### src/rtl/rnn_pkg.sv
// Shared definitions for the Elman RNN sequencer.
// Holds the memory region codes, the activation select encoding, the
// sequencer state enum, the accumulator add mode and fixed-point helpers.
package rnn_pkg;

    // Memory regions selected by msel
    localparam logic [2:0] MSEL_WX  = 3'b000;
    localparam logic [2:0] MSEL_B1  = 3'b001;
    localparam logic [2:0] MSEL_WH  = 3'b010;
    localparam logic [2:0] MSEL_B2  = 3'b011;
    localparam logic [2:0] MSEL_HDR = 3'b100;
    localparam logic [2:0] MSEL_OUT = 3'b101;

    // Activation select
    localparam logic ACT_TANH = 1'b0;
    localparam logic ACT_RELU = 1'b1;

    typedef enum logic [2:0] {
        S_IDLE,
        S_HDR,
        S_HWAIT,
        S_INREQ,
        S_INCAP,
        S_READ,
        S_DRAIN,
        S_WRITE
    } state_t;

    // MAC_ADD: gated value << FRAC; MAC_MUL: full DWxDW product
    typedef enum logic {
        MAC_ADD,
        MAC_MUL
    } mac_mode_t;

    // Fixed-point helpers: 1.0 and the DW-bit signed extremes
    function automatic longint fx_one(input int frac);
        return longint'(1) <<< frac;
    endfunction

    function automatic longint fx_max(input int dw);
        return (longint'(1) <<< (dw - 1)) - 1;
    endfunction

    function automatic longint fx_min(input int dw);
        return -(longint'(1) <<< (dw - 1));
    endfunction

endpackage

### src/rtl/rnn_mac_sat.sv
// Multiply-accumulate with rounding and activation saturation.
// Ports: clk/reset; clr zeroes the accumulator; en adds the selected term
// (MAC_ADD: din sign-extended << FRAC when gate=1; MAC_MUL: din*hin).
// result is the accumulator rounded half away from zero to FRAC fraction
// bits and clamped by act_sel (hard-tanh +/-1.0 or ReLU up to DW max).
module rnn_mac_sat
    import rnn_pkg::*;
#(
    parameter int DW   = 20,
    parameter int FRAC = 16,
    parameter int ACCW = 46
)(
    input  logic                 clk,
    input  logic                 reset,
    input  logic                 clr,
    input  logic                 en,
    input  mac_mode_t            mode,
    input  logic                 gate,
    input  logic signed [DW-1:0] din,
    input  logic signed [DW-1:0] hin,
    input  logic                 act_sel,
    output logic signed [DW-1:0] result
);

    localparam int RW = ACCW + 1;
    localparam logic signed [RW-1:0] POS_ONE = RW'(fx_one(FRAC));
    localparam logic signed [RW-1:0] NEG_ONE = -POS_ONE;
    localparam logic signed [RW-1:0] D_MAX   = RW'(fx_max(DW));
    localparam logic [RW-1:0]        HALF    = RW'(1) << (FRAC - 1);

    logic signed [ACCW-1:0] acc_reg;
    logic signed [ACCW-1:0] term;
    logic signed [2*DW-1:0] prod;
    logic signed [RW-1:0]   acc_ext;
    logic [RW-1:0]          mag;
    logic [RW-1:0]          qmag;
    logic signed [RW-1:0]   rnd;
    logic                   neg;

    always_comb begin
        prod = din * hin;
        term = '0;
        if (mode == MAC_MUL) begin
            term = {{(ACCW-2*DW){prod[2*DW-1]}}, prod};
        end else if (gate) begin
            term = {{(ACCW-DW){din[DW-1]}}, din} <<< FRAC;
        end
    end

    always_ff @(posedge clk) begin
        if (reset || clr) begin
            acc_reg <= '0;
        end else if (en) begin
            acc_reg <= acc_reg + term;
        end
    end

    // Round on the magnitude so halves move away from zero for both signs
    always_comb begin
        acc_ext = {acc_reg[ACCW-1], acc_reg};
        neg     = acc_reg[ACCW-1];
        mag     = neg ? RW'(-acc_ext) : RW'(acc_ext);
        qmag    = (mag + HALF) >> FRAC;
        rnd     = neg ? -$signed(qmag) : $signed(qmag);
    end

    always_comb begin
        result = rnd[DW-1:0];
        if (act_sel == ACT_RELU) begin
            if (rnd < 0) begin
                result = '0;
            end else if (rnd > D_MAX) begin
                result = D_MAX[DW-1:0];
            end
        end else begin
            if (rnd > POS_ONE) begin
                result = POS_ONE[DW-1:0];
            end else if (rnd < NEG_ONE) begin
                result = NEG_ONE[DW-1:0];
            end
        end
    end

endmodule

### src/rtl/rnn_seq_core.sv
// Fixed-point Elman RNN sequencer: HID neurons over T timesteps.
// Ports: clk/reset (sync, active-high); ready starts a run from idle;
// act_sel picks the activation (sampled at start); idata is x_t, captured
// one cycle after the i_en pulse; mce/msel/maddr address the weight/result
// memory, mdata_r returns read data one cycle later, mdata_w carries h_t[j]
// on output writes; busy is high for the whole run.
module rnn_seq_core
    import rnn_pkg::*;
#(
    parameter int HID     = 64,
    parameter int IN_BITS = 32,
    parameter int DW      = 20,
    parameter int FRAC    = 16,
    parameter int TW      = 11,
    parameter int AW      = 17,
    parameter int ACCW    = 2*DW + $clog2(IN_BITS + HID + 2)
)(
    input  logic          clk,
    input  logic          reset,
    input  logic          ready,
    input  logic          act_sel,
    input  logic [31:0]   idata,
    input  logic [DW-1:0] mdata_r,
    output logic          busy,
    output logic          i_en,
    output logic          mce,
    output logic [2:0]    msel,
    output logic [AW-1:0] maddr,
    output logic [DW-1:0] mdata_w
);

    localparam int JW = $clog2(HID);
    localparam int KW = (IN_BITS > 1) ? $clog2(IN_BITS) : 1;
    localparam int CW = $clog2(IN_BITS + HID + 3);

    state_t               state_reg, state_next;
    logic [TW-1:0]        t_reg, t_next, t_len_reg, t_len_next;
    logic [JW-1:0]        j_reg, j_next;
    logic [CW-1:0]        cnt_reg, cnt_next, r_last;
    logic [IN_BITS-1:0]   x_reg, x_next;
    logic                 act_reg, act_next;
    logic                 bank_sel_reg, bank_sel_next;
    logic                 dat_vld_reg;
    logic [CW-1:0]        dat_idx_reg;

    logic                 mac_clr, mac_gate;
    mac_mode_t            mac_mode;
    logic signed [DW-1:0] mac_hin, mac_result;
    logic [KW-1:0]        k_idx;
    logic [JW-1:0]        hi_idx;
    logic signed [DW-1:0] h_old [HID];
    logic                 unused_idata;

    assign unused_idata = ^idata;
    assign busy         = (state_reg != S_IDLE);
    // Index of the last read request of the neuron (Wh phase only for t>0)
    assign r_last       = (t_reg == '0) ? CW'(IN_BITS + 1) : CW'(IN_BITS + HID + 1);

    always_ff @(posedge clk) begin
        if (reset) begin
            state_reg    <= S_IDLE;
            t_reg        <= '0;
            t_len_reg    <= '0;
            j_reg        <= '0;
            cnt_reg      <= '0;
            x_reg        <= '0;
            act_reg      <= ACT_TANH;
            bank_sel_reg <= 1'b0;
            dat_vld_reg  <= 1'b0;
            dat_idx_reg  <= '0;
        end else begin
            state_reg    <= state_next;
            t_reg        <= t_next;
            t_len_reg    <= t_len_next;
            j_reg        <= j_next;
            cnt_reg      <= cnt_next;
            x_reg        <= x_next;
            act_reg      <= act_next;
            bank_sel_reg <= bank_sel_next;
            // Read data lags its request by one cycle; remember what was asked
            dat_vld_reg  <= (state_reg == S_READ);
            dat_idx_reg  <= cnt_reg;
        end
    end

    always_comb begin
        state_next    = state_reg;
        t_next        = t_reg;
        t_len_next    = t_len_reg;
        j_next        = j_reg;
        cnt_next      = cnt_reg;
        x_next        = x_reg;
        act_next      = act_reg;
        bank_sel_next = bank_sel_reg;
        i_en          = 1'b0;
        mce           = 1'b0;
        msel          = MSEL_HDR;
        maddr         = '0;
        mdata_w       = '0;
        mac_clr       = 1'b0;
        case (state_reg)
            S_IDLE: begin
                if (ready) begin
                    state_next = S_HDR;
                    act_next   = act_sel;
                end
            end
            S_HDR: begin
                mce        = 1'b1;
                state_next = S_HWAIT;
            end
            S_HWAIT: begin
                t_len_next = mdata_r[TW-1:0];
                state_next = (mdata_r[TW-1:0] == '0) ? S_IDLE : S_INREQ;
            end
            S_INREQ: begin
                i_en       = 1'b1;
                state_next = S_INCAP;
            end
            S_INCAP: begin
                x_next     = idata[IN_BITS-1:0];
                cnt_next   = '0;
                state_next = S_READ;
            end
            S_READ: begin
                mce      = 1'b1;
                mac_clr  = (cnt_reg == '0);
                cnt_next = cnt_reg + CW'(1);
                if (cnt_reg == '0) begin
                    msel  = MSEL_B1;
                    maddr = AW'(j_reg);
                end else if (cnt_reg == CW'(1)) begin
                    msel  = MSEL_B2;
                    maddr = AW'(j_reg);
                end else if (cnt_reg <= CW'(IN_BITS + 1)) begin
                    msel  = MSEL_WX;
                    maddr = AW'(j_reg) * AW'(IN_BITS) + AW'(cnt_reg - CW'(2));
                end else begin
                    msel  = MSEL_WH;
                    maddr = AW'(j_reg) * AW'(HID) + AW'(cnt_reg - CW'(IN_BITS + 2));
                end
                if (cnt_reg == r_last) begin
                    state_next = S_DRAIN;
                end
            end
            S_DRAIN: begin
                state_next = S_WRITE;
            end
            S_WRITE: begin
                mce     = 1'b1;
                msel    = MSEL_OUT;
                maddr   = AW'(t_reg) * AW'(HID) + AW'(j_reg);
                mdata_w = mac_result;
                if (j_reg != JW'(HID - 1)) begin
                    j_next     = j_reg + JW'(1);
                    cnt_next   = '0;
                    state_next = S_READ;
                end else if (t_reg != t_len_reg - TW'(1)) begin
                    bank_sel_next = ~bank_sel_reg;
                    t_next        = t_reg + TW'(1);
                    j_next        = '0;
                    state_next    = S_INREQ;
                end else begin
                    t_next     = '0;
                    j_next     = '0;
                    state_next = S_IDLE;
                end
            end
            default: state_next = S_IDLE;
        endcase
    end

    // Classify the datum arriving this cycle by its request index
    always_comb begin
        k_idx    = KW'(dat_idx_reg - CW'(2));
        hi_idx   = JW'(dat_idx_reg - CW'(IN_BITS + 2));
        mac_mode = MAC_ADD;
        mac_gate = 1'b1;
        mac_hin  = h_old[hi_idx];
        if (dat_idx_reg >= CW'(IN_BITS + 2)) begin
            mac_mode = MAC_MUL;
        end else if (dat_idx_reg >= CW'(2)) begin
            mac_gate = x_reg[k_idx];
        end
    end

    // Two hidden-state banks; bank_sel_reg=0 means A is old, B is new.
    // Banks are never cleared: t=0 skips the Wh phase instead.
    genvar gi;
    generate
        for (gi = 0; gi < HID; gi++) begin : g_hid
            logic signed [DW-1:0] bank_a_reg;
            logic signed [DW-1:0] bank_b_reg;
            always_ff @(posedge clk) begin
                if (!reset && state_reg == S_WRITE && j_reg == JW'(gi)) begin
                    if (bank_sel_reg) begin
                        bank_a_reg <= mac_result;
                    end else begin
                        bank_b_reg <= mac_result;
                    end
                end
            end
            assign h_old[gi] = bank_sel_reg ? bank_b_reg : bank_a_reg;
        end
    endgenerate

    rnn_mac_sat #(
        .DW   (DW),
        .FRAC (FRAC),
        .ACCW (ACCW)
    ) u_mac (
        .clk     (clk),
        .reset   (reset),
        .clr     (mac_clr),
        .en      (dat_vld_reg),
        .mode    (mac_mode),
        .gate    (mac_gate),
        .din     ($signed(mdata_r)),
        .hin     (mac_hin),
        .act_sel (act_reg),
        .result  (mac_result)
    );

endmodule

### config.mk
export PLATFORM = sky130hd
export DESIGN_NAME = rnn_seq_core
export DESIGN_NICKNAME = d
export VERILOG_FILES = /design/src/rtl/rnn_pkg.sv /design/src/rtl/rnn_mac_sat.sv /design/src/rtl/rnn_seq_core.sv
export SDC_FILE = /design/constraint.sdc
export NUM_CORES = 2
export LEC_CHECK = 0
export BUFFER_PORTS_ARGS = -buffer_cell sky130_fd_sc_hd__buf_2
export CAP_MARGIN = 20
export CORE_MARGIN = 2
export CORE_UTILIZATION = 55
export CTS_BUF_LIST = sky130_fd_sc_hd__clkbuf_2
export CTS_CLUSTER_SIZE = 8
export DETAILED_ROUTE_END_ITERATION = 12
export GPL_TIMING_DRIVEN = 1
export MAX_ROUTING_LAYER = met4
export PLACE_DENSITY_LB_ADDON = 0.1
export REMOVE_ABC_BUFFERS = 1
export SLEW_MARGIN = 10
export SYNTH_ARGS = -nofsm -noshare
export SYNTH_HDL_FRONTEND = slang
export SYNTH_SLANG_ARGS = --single-unit
### constraint.sdc
create_clock -name clk -period 32.8 [get_ports clk]
set_clock_uncertainty 0.2 [all_clocks]
set_input_delay 4.92 -clock clk [delete_from_list [all_inputs] [get_ports clk]]
set_output_delay 4.92 -clock clk [all_outputs]
set_load 0.01 [all_outputs]
==> flow_summary.yaml <==
sta:
  hold_viol: 0
  setup-tns-final_ps: 0
  fmax_ghz: 0.06015
  max_slew.worst_pin.slew_ps: 1306
  setup-violations-final: 0
  min_period_over_period_pct: 50.68
  slew_violations: 0
  rsz0062_at_grt: "no"
  max-slew-margin-rel_pct: 12.01
  min_period_ps: 16620
worst_setup_path:
  timing.rr.end: "u_mac.acc_reg[46]$_SDFFE_PP0P_"
  critPathMaxFanout: 64
  reg2reg_slack_ps: 16180
  path_common_cell: "fa_1"
  critPathLaunchType: "register"
  worst_ep_arrival_time_ps: 18000
  path_delay_family: "adder cells"
  worstSetupPathType: "register to register"
  critPathCaptureType: "register"
  required_ps: 34180
  crit_path_end: "u_mac.acc_reg[46]$_SDFFE_PP0P_"
  setup.worst_path.start: "dat_idx_reg[0]$_SDFF_PP0_"
  worst_path_largest_cell_delay_ps: 860
  r2r_cells: 45
  cp_num_buf_inv: 10
  crit_path_top_delay_cell: "dfxtp_4"
  rr_startpoint: "dat_idx_reg[0]$_SDFF_PP0_"
  cp_num_cells: 45
global_route:
  track_usage_pct: 29.95
  antenna_found_initial: 26
  grt_max_degree: 134
  grt_pass1_vias: 71194
  grt_pass1_wl_um: 483200
  grt_overflow_total: 0
cells_and_area:
  drive_above_1_share_pct: 28.94
  layout_commonest_cell: "edfxtp_1"
  fin_area_um2: 136700
  nNetsFinal: 8486
  areaGrowthSynthToFinish_pct: 8.843
  nFillCells: 17120
  final_cell_mix: "edfxtp_1 (2560), clkbuf_2 (948), mux4_2 (850)"
place:
  dp_hpwl_um: 200000
  place_congestion: 0.8680
  portBuffers: 98
  placed_area_um2: 130700
synth:
  ys_warn_count: 0
  synth_top_cell_area_share_pct: 61.20
  syn-cell-area_um2: 125600
  synthCells: 7246
  synth-edff-count: 2560
  synth_cell_types: 95
  synth_ff_type: "edfxtp_1"
  yosysSeqAreaShare_pct: 63.23
  async_reset_ff_share_pct: 0
  synth-seq-cells: 2687
  synth.area.top_cells: "edfxtp_1 (61%), mux4_2 (15%), fa_1 (6.7%), dfxtp_1 (2.0%), ha_1 (1.8%)"
  avgSynthCellArea_um2: 17.33
  yosys.area.top_type: "edfxtp_1"
cts:
  hold_buffers: 0
  clk_pin_slew_ps: 100
  cts_setup_buffers: 0
  clk_latency_ps: 1870
  cts_sinks: 2687
  h-tree-depth: 6
  clockBufferDepth: 4
  root_buffer: "clkbuf_2"
  cts_resized: 0
  cts_buffers: 671
  cts_tree: "done"
routing:
  drt_iter0_markers: 7626
  num_vias: 69766
  ant_nets: 0
  dr.pass1.iters: 6
  viasPerCell: 6.163
  drc: 0
  wl_per_cell_um: 29.38
  wl_um: 332600
die:
  design.die.area_um2: 232200
  rows: 175
  core_um2: 227300
  die_w_um: 481.9
  chipHeight_um: 481.9
  start_util_pct: 55.26
  ios: 99
power:
  vdd_drop_max_v: 0.0002369
  p_total_uw: 9694
  power.leakage_uw: 0.04409
  power.density_nw_per_um2: 70.91
flow_run:
  maxCapViolations: 0
min_path:
  hp-class: "register to register"
outcome:
  status: "finished, final reports clean"
worst reg2reg max path, delay by kind of cell, from the launching register on:
kind / cells / cell delay, ps
xor+xnor: 2 / 300
mux: 4 / 1680
buf+inv: 10 / 4520
compound gates: 11 / 2480
fa+ha+maj: 9 / 4440
flops: 1 / 860
simple gates: 9 / 1990
synthesized netlist by cell type, types with 25 or more instances:
library cell  number
mux4_2           850
clkbuf_1         285
a21oi_1          140
edfxtp_1        2560
o21ai_0           84
buf_1             89
nand2_1          397
a21o_1            47
nand4_1           25
nand2b_1          64
nor2_1           386
mux2i_1           71
nand3_1           61
nor2b_1          194
ha_1             184
and2_1            39
dfxtp_1          127
inv_1            562
nor3_1            68
xor2_1            68
xnor2_1          141
fa_1             423
per-layer routing:
layer	share of wire [%]	up-vias	wire length [um]	track usage, %
li1	-	29269	-	-
met1	40	36757	134400	41.33
met2	48	3290	160000	45.77
met3	8.6	450	28490	5.618
met4	2.9	0	9713	9.508
met5	0	-	0	-
cell type report:
class	count	area, um2	area share [%]
clock buffers	948	4745	3.471
well taps	3009	3765	2.754
multi-input cells	3611	43440	31.78
diodes	24	60.06	0.04393
flip-flops and latches	2687	79430	58.10
clock inverters	189	1125	0.8228
repair buffers	289	2027	1.483
inverters	563	2116	1.548
how the worst min path moves through the flow:
stage / end / slack (ps) / depth (start not counted) / start
6_report: x_reg[1]$_SDFFE_PP0P_ / 260 / 2 / x_reg[1]$_SDFFE_PP0P_
5_1_grt: x_reg[16]$_SDFFE_PP0P_ / 270 / 2 / x_reg[16]$_SDFFE_PP0P_
4_1_cts: x_reg[16]$_SDFFE_PP0P_ / 260 / 2 / x_reg[16]$_SDFFE_PP0P_
3_5_place_dp: x_reg[1]$_SDFFE_PP0P_ / 250 / 2 / x_reg[1]$_SDFFE_PP0P_
3_3_place_gp: x_reg[4]$_SDFFE_PP0P_ / 240 / 2 / x_reg[4]$_SDFFE_PP0P_
2_1_floorplan: x_reg[0]$_SDFFE_PP0P_ / 230 / 2 / x_reg[0]$_SDFFE_PP0P_
report_power, final:
group / switching, uW / total, uW / internal (uW)
clock: 1330 / 2200 / 875
combinational: 2160 / 3790 / 1630
sequential: 1.60 / 3710 / 3700
through the flow:
step,instances,setup WS (ps),hold WS [ps],util (%)
3_5_place_dp,10155,16180,246.2,57.51
3_3_place_gp,10155,16130,238.6,57.51
5_1_grt,11308,15430,271.9,60.14
2_1_floorplan,6861,-5033,227.1,-
6_report,11320,16180,259.5,60.15
4_1_cts,11292,16140,259.3,60.09
logic make-up after synthesis:
logic type | Yosys count | share of synthesized area [%]
DFF | 2687 | 63.23
and+or+nand+nor | 1381 | 5.385
buffers and inverters | 948 | 2.866
muxes | 932 | 15.91
adders and majority gates | 607 | 8.575
AOI/OAI and AO/OA | 482 | 2.581
xor gates and xnor gates | 209 | 1.457
No activity file was read; power rests on OpenSTA's default activity.
